<file path="src/rtl/sp_run_ctrl.sv">
// ---------------------------------------------------------------------------
// sp_run_ctrl
//
// Run controller for the SP core. A load-and-run sequence streams an image
// into the SP SRAM over a valid/ready handshake, holds the core in reset for
// HOLD_CYCLES cycles, releases it with core_start asserted and waits for
// core_halt. RUN cycles are counted (saturating) in cycle_count.
//
// Optional feature: define SP_RUN_WDOG_EN to enable a watchdog that ends the
// run with timeout=1 once MAX_CYCLES RUN cycles have elapsed without a halt.
// Without the macro, timeout stays 0 and RUN lasts until halt or reset.
//
// Ports:
//   clk          single clock, rising edge
//   reset        asynchronous, active-low
//   go           start a load-and-run sequence (accepted in IDLE/DONE)
//   img_valid    image word valid
//   img_data     image word
//   img_last     final image word
//   img_ready    controller accepts an image word (LOAD state)
//   mem_wr_en    SRAM write strobe (same cycle as the handshake)
//   mem_wr_addr  SRAM write address (load address counter)
//   mem_wr_data  SRAM write data (img_data passthrough)
//   core_reset   active-high reset to the SP core
//   core_start   SP start level (RUN state)
//   core_halt    SP halted (only observed in RUN)
//   busy         sequence in progress (LOAD/HOLD/RUN)
//   done         sequence finished (sticky until next go)
//   timeout      watchdog expired (sticky until next go)
//   load_err     image overflowed the SRAM (sticky until next go)
//   cycle_count  number of RUN cycles elapsed
// ---------------------------------------------------------------------------
module sp_run_ctrl #(
    parameter int          ADDR_W      = 10,
    parameter int          DATA_W      = 32,
    parameter int          HOLD_CYCLES = 10,
    parameter int          CNT_W       = 32,
    parameter int unsigned MAX_CYCLES  = 1000000
) (
    input  logic              clk,
    input  logic              reset,
    input  logic              go,
    input  logic              img_valid,
    input  logic [DATA_W-1:0] img_data,
    input  logic              img_last,
    output logic              img_ready,
    output logic              mem_wr_en,
    output logic [ADDR_W-1:0] mem_wr_addr,
    output logic [DATA_W-1:0] mem_wr_data,
    output logic              core_reset,
    output logic              core_start,
    input  logic              core_halt,
    output logic              busy,
    output logic              done,
    output logic              timeout,
    output logic              load_err,
    output logic [CNT_W-1:0]  cycle_count
);

    localparam int                HOLD_W    = $clog2(HOLD_CYCLES + 1);
    localparam logic [HOLD_W-1:0] HOLD_LAST = HOLD_W'(HOLD_CYCLES - 1);

    // Elaboration-time sanity checks on the parameter set.
    if (HOLD_CYCLES < 1) begin : g_bad_hold
        $error("sp_run_ctrl: HOLD_CYCLES must be at least 1");
    end
    if (CNT_W < 32 && MAX_CYCLES >= (32'd1 << CNT_W)) begin : g_bad_max
        $error("sp_run_ctrl: MAX_CYCLES must fit in CNT_W bits");
    end

    typedef enum logic [2:0] {
        IDLE,
        LOAD,
        HOLD,
        RUN,
        DONE
    } state_t;

    state_t            state;
    state_t            next_state;
    logic [ADDR_W-1:0] addr;
    logic [HOLD_W-1:0] hold_cnt;
    logic              handshake;
    logic              addr_at_end;
    logic              hold_end;
    logic              wdog_expire;

    assign handshake   = img_valid & img_ready;
    assign addr_at_end = (addr == {ADDR_W{1'b1}});
    assign hold_end    = (hold_cnt == HOLD_LAST);

    assign mem_wr_en   = handshake;
    assign mem_wr_addr = addr;
    assign mem_wr_data = img_data;

    // Expiry is flagged in the RUN cycle that brings the count to MAX_CYCLES,
    // so the final cycle_count equals MAX_CYCLES exactly, as with a halt.
`ifdef SP_RUN_WDOG_EN
    assign wdog_expire = (state == RUN) && (cycle_count == CNT_W'(MAX_CYCLES - 1));
`else
    assign wdog_expire = 1'b0;
`endif

    // State register.
    always_ff @(posedge clk or negedge reset) begin
        if (!reset) begin
            state <= IDLE;
        end else begin
            state <= next_state;
        end
    end

    // Next-state and state-decoded outputs. A halt takes priority over the
    // watchdog because it is checked first.
    always_comb begin
        next_state = state;
        img_ready  = 1'b0;
        core_reset = 1'b1;
        core_start = 1'b0;
        busy       = 1'b0;
        case (state)
            IDLE, DONE: begin
                if (go) begin
                    next_state = LOAD;
                end
            end
            LOAD: begin
                img_ready = 1'b1;
                busy      = 1'b1;
                if (img_valid) begin
                    if (img_last) begin
                        next_state = HOLD;
                    end else if (addr_at_end) begin
                        next_state = DONE;
                    end
                end
            end
            HOLD: begin
                busy = 1'b1;
                if (hold_end) begin
                    next_state = RUN;
                end
            end
            RUN: begin
                busy       = 1'b1;
                core_reset = 1'b0;
                core_start = 1'b1;
                if (core_halt || wdog_expire) begin
                    next_state = DONE;
                end
            end
            default: begin
                next_state = IDLE;
            end
        endcase
    end

    // Datapath: load address, hold timer, RUN cycle counter and sticky flags.
    // The address counter stops at the last SRAM word instead of wrapping.
    always_ff @(posedge clk or negedge reset) begin
        if (!reset) begin
            addr        <= '0;
            hold_cnt    <= '0;
            cycle_count <= '0;
            done        <= 1'b0;
            timeout     <= 1'b0;
            load_err    <= 1'b0;
        end else begin
            case (state)
                IDLE, DONE: begin
                    if (go) begin
                        addr        <= '0;
                        cycle_count <= '0;
                        done        <= 1'b0;
                        timeout     <= 1'b0;
                        load_err    <= 1'b0;
                    end
                end
                LOAD: begin
                    hold_cnt <= '0;
                    if (handshake) begin
                        if (!addr_at_end) begin
                            addr <= addr + 1'b1;
                        end
                        if (!img_last && addr_at_end) begin
                            load_err <= 1'b1;
                            done     <= 1'b1;
                        end
                    end
                end
                HOLD: begin
                    hold_cnt <= hold_cnt + 1'b1;
                end
                RUN: begin
                    if (cycle_count != {CNT_W{1'b1}}) begin
                        cycle_count <= cycle_count + 1'b1;
                    end
                    if (core_halt) begin
                        done <= 1'b1;
                    end else if (wdog_expire) begin
                        done    <= 1'b1;
                        timeout <= 1'b1;
                    end
                end
                default: begin
                end
            endcase
        end
    end

endmodule

</file>
<file path="config.mk">
export PLATFORM = sky130hd
export DESIGN_NAME = sp_run_ctrl
export DESIGN_NICKNAME = d
export VERILOG_FILES = /design/src/rtl/sp_run_ctrl.sv
export SDC_FILE = /design/constraint.sdc
export NUM_CORES = 1
export LEC_CHECK = 0
export CORE_UTILIZATION = 34
export CTS_CLUSTER_SIZE = 30
export DETAILED_ROUTE_END_ITERATION = 8
export GPL_TIMING_DRIVEN = 0
export PLACE_DENSITY = 0.72
export SLEW_MARGIN = 5
export SYNTH_ARGS = -nofsm -noshare
export SYNTH_HDL_FRONTEND = slang
export SYNTH_SLANG_ARGS = --single-unit
</file>
<file path="constraint.sdc">
create_clock -name clk -period 2.23 [get_ports clk]
set_input_delay 0.446 -clock clk [delete_from_list [all_inputs] [get_ports clk]]
set_output_delay 0.446 -clock clk [all_outputs]
set_load 0.1 [all_outputs]
</file>
---- After elaboration in Yosys (flattened, before gate mapping) ----
Index checks and enable logic that the tools add are counted.
Widths: inputs -> output; s select.
storage, ports and cells
  flip-flop bits (word level) ............. 51
  input bits .............................. 38
  output and inout bits ................... 82
  logic and storage cells ................. 65
operators by class
  add/subtract/negate cells ............... 3
  equal/unequal tests ..................... 16
  multiplexer cells ....................... 25
  bitwise operators ....................... 1
  reduce and logical (&&, ||, !) cells .... 14
operators with widths
  cell                   count
  $mux 32                2
  $pmux 32 s2            1
  $add 32x1->32 const B  1
  $ne 32x32->1 const B   1
  $mux 10                3
  $pmux 10 s2            1
  $mux 3                 6
  $ne 2x2->1 const B     8
  $pmux 3 s4             1
  $add 10x1->10 const B  1
  $eq 10x10->1 const B   1
  $reduce_and 5->1       2
  $mux 1                 8
  $pmux 4 s2             1
  $reduce_and 4->1       2
  $eq 3x2->1 const B     2
  $reduce_bool 2->1      3
  $add 4x1->4 const B    1
  $eq 4x4->1 const B     1
  $eq 3x1->1 const B     1
  $eq 3x3->1 const B     1
  $logic_not 3->1        1
  $ne 3x3->1 const B     1
  $pmux 1 s3             1
  8 further kinds        8

---- Depth between registers and ports, before layout ----
  depth after elaboration ................. 5
  depth in mapped cells ................... 8
  mapped depth without buffers ............ 7

---- Worst setup path after synthesis ----
No wires, ideal clock.
  path kind ............................... flip-flop to flip-flop
  start point ............................. reg cycle_count[0]
  end point ............................... reg cycle_count[18]
  library setup time ...................... 0.124 ns
  data arrival time ....................... 2.447 ns
  required time ........................... 2.106 ns
  slack ................................... -0.341 ns
  stages on the path, launching flop included .. 7
  buffers on the path ..................... 0
  clock period less this slack ............ 2.571 ns
  cells stage by stage .................... dfrtp_1 > ha_1 > nand3_1 > nor4_4 > nand3_1 > o211a_1 > a211o_1
between the ends
  word-level cells in the longest chain between the ends .. 3
  elaborated cells on any way between the ends .. 6
  classes of those cells .................. 1 x add/sub; 2 x eq/ne; 2 x mux; 1 x reduce/logical
ends and longest elaborated chain
  element                                          RTL line  RTL
  start, declared                                  57        output logic [CNT_W-1:0] cycle_count
  start signal, assigned                           196       cycle_count <= cycle_count + 1'b1;
  $add 32x1->32 or $ne 32x32->1 (tied branches)    196, 195
  $mux 32 or $ne 2x2->1 (tied branches)            --
  $pmux 32 s2 or $reduce_and 3->1 (tied branches)  --
Several ways; a longest one is shown, not always the timed one. The select of a mux whose other input is x is not followed.
A chain may end at the register's enable or synchronous reset.

---- Worst setup path after layout ----
  start point ............................. reg state[2]
  end point ............................... out core_reset
between the ends
  word-level cells in the longest chain between the ends .. 2
ends and longest elaborated chain
  element                 RTL line  RTL
  start, declared         79        state_t state;
  start signal, assigned  109       state <= next_state;
  $eq 3x2->1              121       case (state)
  $mux 1                  121
  end, declared           50        output logic core_reset,
Every way passes these cells.

==> run_results.csv <==
group,metric,value,unit
outcome,outcome,"complete, no violations",
sta,fin_crit,2160,ps
logic_synthesis,synth-seq-cells,51,
die,die_w,98.8,um
cells_and_area,layout-drive-gt1-share,0.249,
run,drv_cap,0,
cts,clkLatencyLatePin,300,ps
drt,ant_nets,0,
cts,path_clk_slew,100,ps
logic_synthesis,ys_types,53,
critical_path,critPathCaptureType,"output pin",
cts,clockBufferDepth,2,
power,power_frac_comb,0.586,
power,p_total,4.41,mW
die,start_util,0.358,
logic_synthesis,synth_async_sr_flop_share,1.00,
power,power_density,1030,nW/um^2
cts,root_buffer,"clkbuf_8",
sta,clock_skew,16.5,ps
logic_synthesis,syn_area_per_cell,9.16,um^2
cts,clock_sinks,51,
logic_synthesis,yosys_warnings,0,
die,io_pins,120,
critical_path,cpMaxStageDelayCell,"dfrtp_1",
placed_design,dpl-instance-area,4240,um^2
cells_and_area,diodes,0,
sta,setup_ws,69.4,ps
sta,slew_headroom,0.319,
power,irDropWorstVdd,0.729,mV
critical_path,crit_required,1780,ps
die,core-area,8890,um^2
cells_and_area,finalInstanceArea,4290,um^2
grt,gr-usage-met3,0.0390,
drt,viasPerCell,5.43,
sta,worst_pin_slew,1020,ps
power,switching_share,0.565,
drt,wl_per_cell,14.7,um
placed_design,dpl.hpwl,5.97,mm
critical_path,crit_arrival,1710,ps
grt,use_met1,0.211,
drt,wl,8.09,mm
drt,drt_iter0_drc,106,
power,power_frac_seq,0.292,
grt,antenna_found_initial,0,
power,p_int,1.92,mW
die,rows,34,
critical_path,crit_type,"reg -> out",
power,p_leak,2.06,nW
logic_synthesis,synth.cell_area,3190,um^2
power,p_clk_frac,0.122,
drt,drc_errors,0,
logic_synthesis,synth.net_count,390,
cts,holdBufCountCts,0,
sta,max_freq,463,MHz
grt,grt_pass1_wl,13.3,mm
logic_synthesis,synth_edf_count,0,
sta,fin_tns_setup,0,ps
logic_synthesis,synthDominantCellAreaShare,0.400,
drt,dr.pass1.iters,4,
grt,grt_util_met2,0.300,
drt,via_count,2989,
logic_synthesis,synthTopCellsByArea,"dfrtp_1 40%, buf_4 8.2%, nand2_1 4.0%",
logic_synthesis,yosysTopAreaCell,"dfrtp_1",
critical_path,startpoint_type,"register",
die,die_height,98.8,um
placed_design,place_congestion,0.816,
cts,numCtsBuffers,5,
critical_path,r2r_slack,160,ps
sta,timing.hold.ws,56.4,ps
cts,cts_tree,"yes",
grt,track_usage,0.167,
die,dieArea,9760,um^2
critical_path,path_max_fanout,10,
logic_synthesis,seq_area_frac_synth,0.400,
sta,fin_crit_sh,0.969,
placed_design,io_buffers,86,
sta,maxSlewViolCount,0,
grt,grt_overflow_total,0,
grt,first_global_vias,2794,
critical_path,cpMostUsedCell,"buf_4",
power,switchingPower,2.49,mW
logic_synthesis,postSynthCellCount,348,
placed_design,pre_cts_slack,-851,ps
logic_synthesis,synth_ff_type,"dfrtp_1",
sta,setup_viol,0,
grt,grt_busiest_layer,"met2",
grt,grt_max_degree,37,
critical_path,path_cells,"clkbuf_4, nor2b_4, nand2_1, buf_4, buf_4, buf_8",
hold_path,hp-class,"in -> async",
sta,final_hold_viol_count,0,
critical_path,max_stage_delay,380,ps
cts,htreeDepth,2,
cells_and_area,nNetsFinal,483,
cells_and_area,syn2layout_area_growth,34.6,%
[worst max-delay path, delay by kind of cell, from the launching register on]
| family | cells | cell delay (ps) |
|---|---|---|
| AND/OR/NAND/NOR | 2 | 260 |
| flip-flops | 1 | 380 |
| buffers and inverters | 4 | 760 |
[layout by cell type (no fill, tap or decap), types with 4 or more instances in the layout]
cell	Yosys	final
o21ai_0	12	12
inv_1	9	8
nor4_1	5	5
dfrtp_1	51	19
nor2b_1	5	5
and3_1	13	13
nand3_1	20	20
nand4_1	7	7
o211a_1	5	5
a211o_1	6	6
a31oi_1	18	18
dlygate4sd2_1	0	43
a21oi_1	14	14
clkdlybuf4s50_1	0	36
buf_2	7	7
a41oi_1	5	5
nand2_1	34	34
clkbuf_8	0	5
dfrtp_2	0	32
buf_4	35	36
xnor2_1	5	5
a221o_1	8	8
nor3_1	11	11
ha_1	4	4
nor2_1	23	23
[cells in the mapped netlist, types with 8 or more instances]
cell / n
a21oi_1: 14
a221o_1: 8
a31oi_1: 18
and3_1: 13
buf_4: 35
dfrtp_1: 51
inv_1: 9
nand2_1: 34
nand3_1: 20
nor2_1: 23
nor3_1: 11
o21ai_0: 12
[metrics by stage]
step	util	instances
floorplan	-	348
global placement	0.475	542
detailed placement	0.477	543
CTS	0.481	550
global route	0.482	550
finish	0.482	550
[area by class of cell]
type	instances	area [um^2]
repair buffers	87	825
flip-flops and latches	51	1320
fillers	857	4600
well taps	108	135
clock buffers	6	72.6
clock inverters	2	12.5
inverters	9	33.8
plain buffers	47	354
multi-input cells	240	1540
[state kept, by name, indices dropped and copies added, names as in the netlist]
register and count:
load_err 1, mem_wr_addr 10, hold_cnt 4, done 1, cycle_count 32, state 3
[final timing paths]
path | startpoint | depth (start not counted) | end
max | state[2]$_DFFE_PN0P_ | 6 | core_reset
min | reset | 1 | hold_cnt[1]$_DFFE_PN0P_
max reg2reg | state[0]$_DFFE_PN0P_ | 6 | state[2]$_DFFE_PN0P_
min reg2reg | hold_cnt[3]$_DFFE_PN0P_ | 1 | hold_cnt[3]$_DFFE_PN0P_
max in group asynchronous | reset | 2 | cycle_count[13]$_DFFE_PN0P_
min in group clk | hold_cnt[3]$_DFFE_PN0P_ | 1 | hold_cnt[3]$_DFFE_PN0P_
[timing repair]
item                                    in CTS  in global routing
resized for setup                           77                 10
buffers inserted                             0                  0
endpoints found under the setup margin      49                  6
[routing by layer]
layer  share of wire  vias to the layer above
li1                -                     1444
met1            0.45                     1440
met2            0.49                      103
met3           0.059                        2
met4          0.0021                        0
met5               0                        -
[logic make-up (layout without fill, tap and decap cells)]
group | count (synthesis) | in the layout | share of synthesized area
xor+xnor | 5 | 5 | 0.0137
other cells | 1 | 1 | 0.00118
compound gates | 87 | 87 | 0.199
flops | 51 | 51 | 0.400
simple gates | 140 | 140 | 0.241
buf+inv | 57 | 151 | 0.118
fa+ha+maj | 4 | 4 | 0.0157
mux | 3 | 3 | 0.0106
[power groups by stage]
stage | registers, mW | clock network, mW | logic, mW
final | 1.29 | 0.539 | 2.59
after global routing | 1.32 | 0.592 | 2.72
after CTS | 1.28 | 0.547 | 2.57
after detailed placement | 1.30 | 0 | 2.64
after global placement | 1.29 | 0 | 2.62
after floorplan | 2.04 | 0 | 1.27
(Power assumes the default switching activity.)
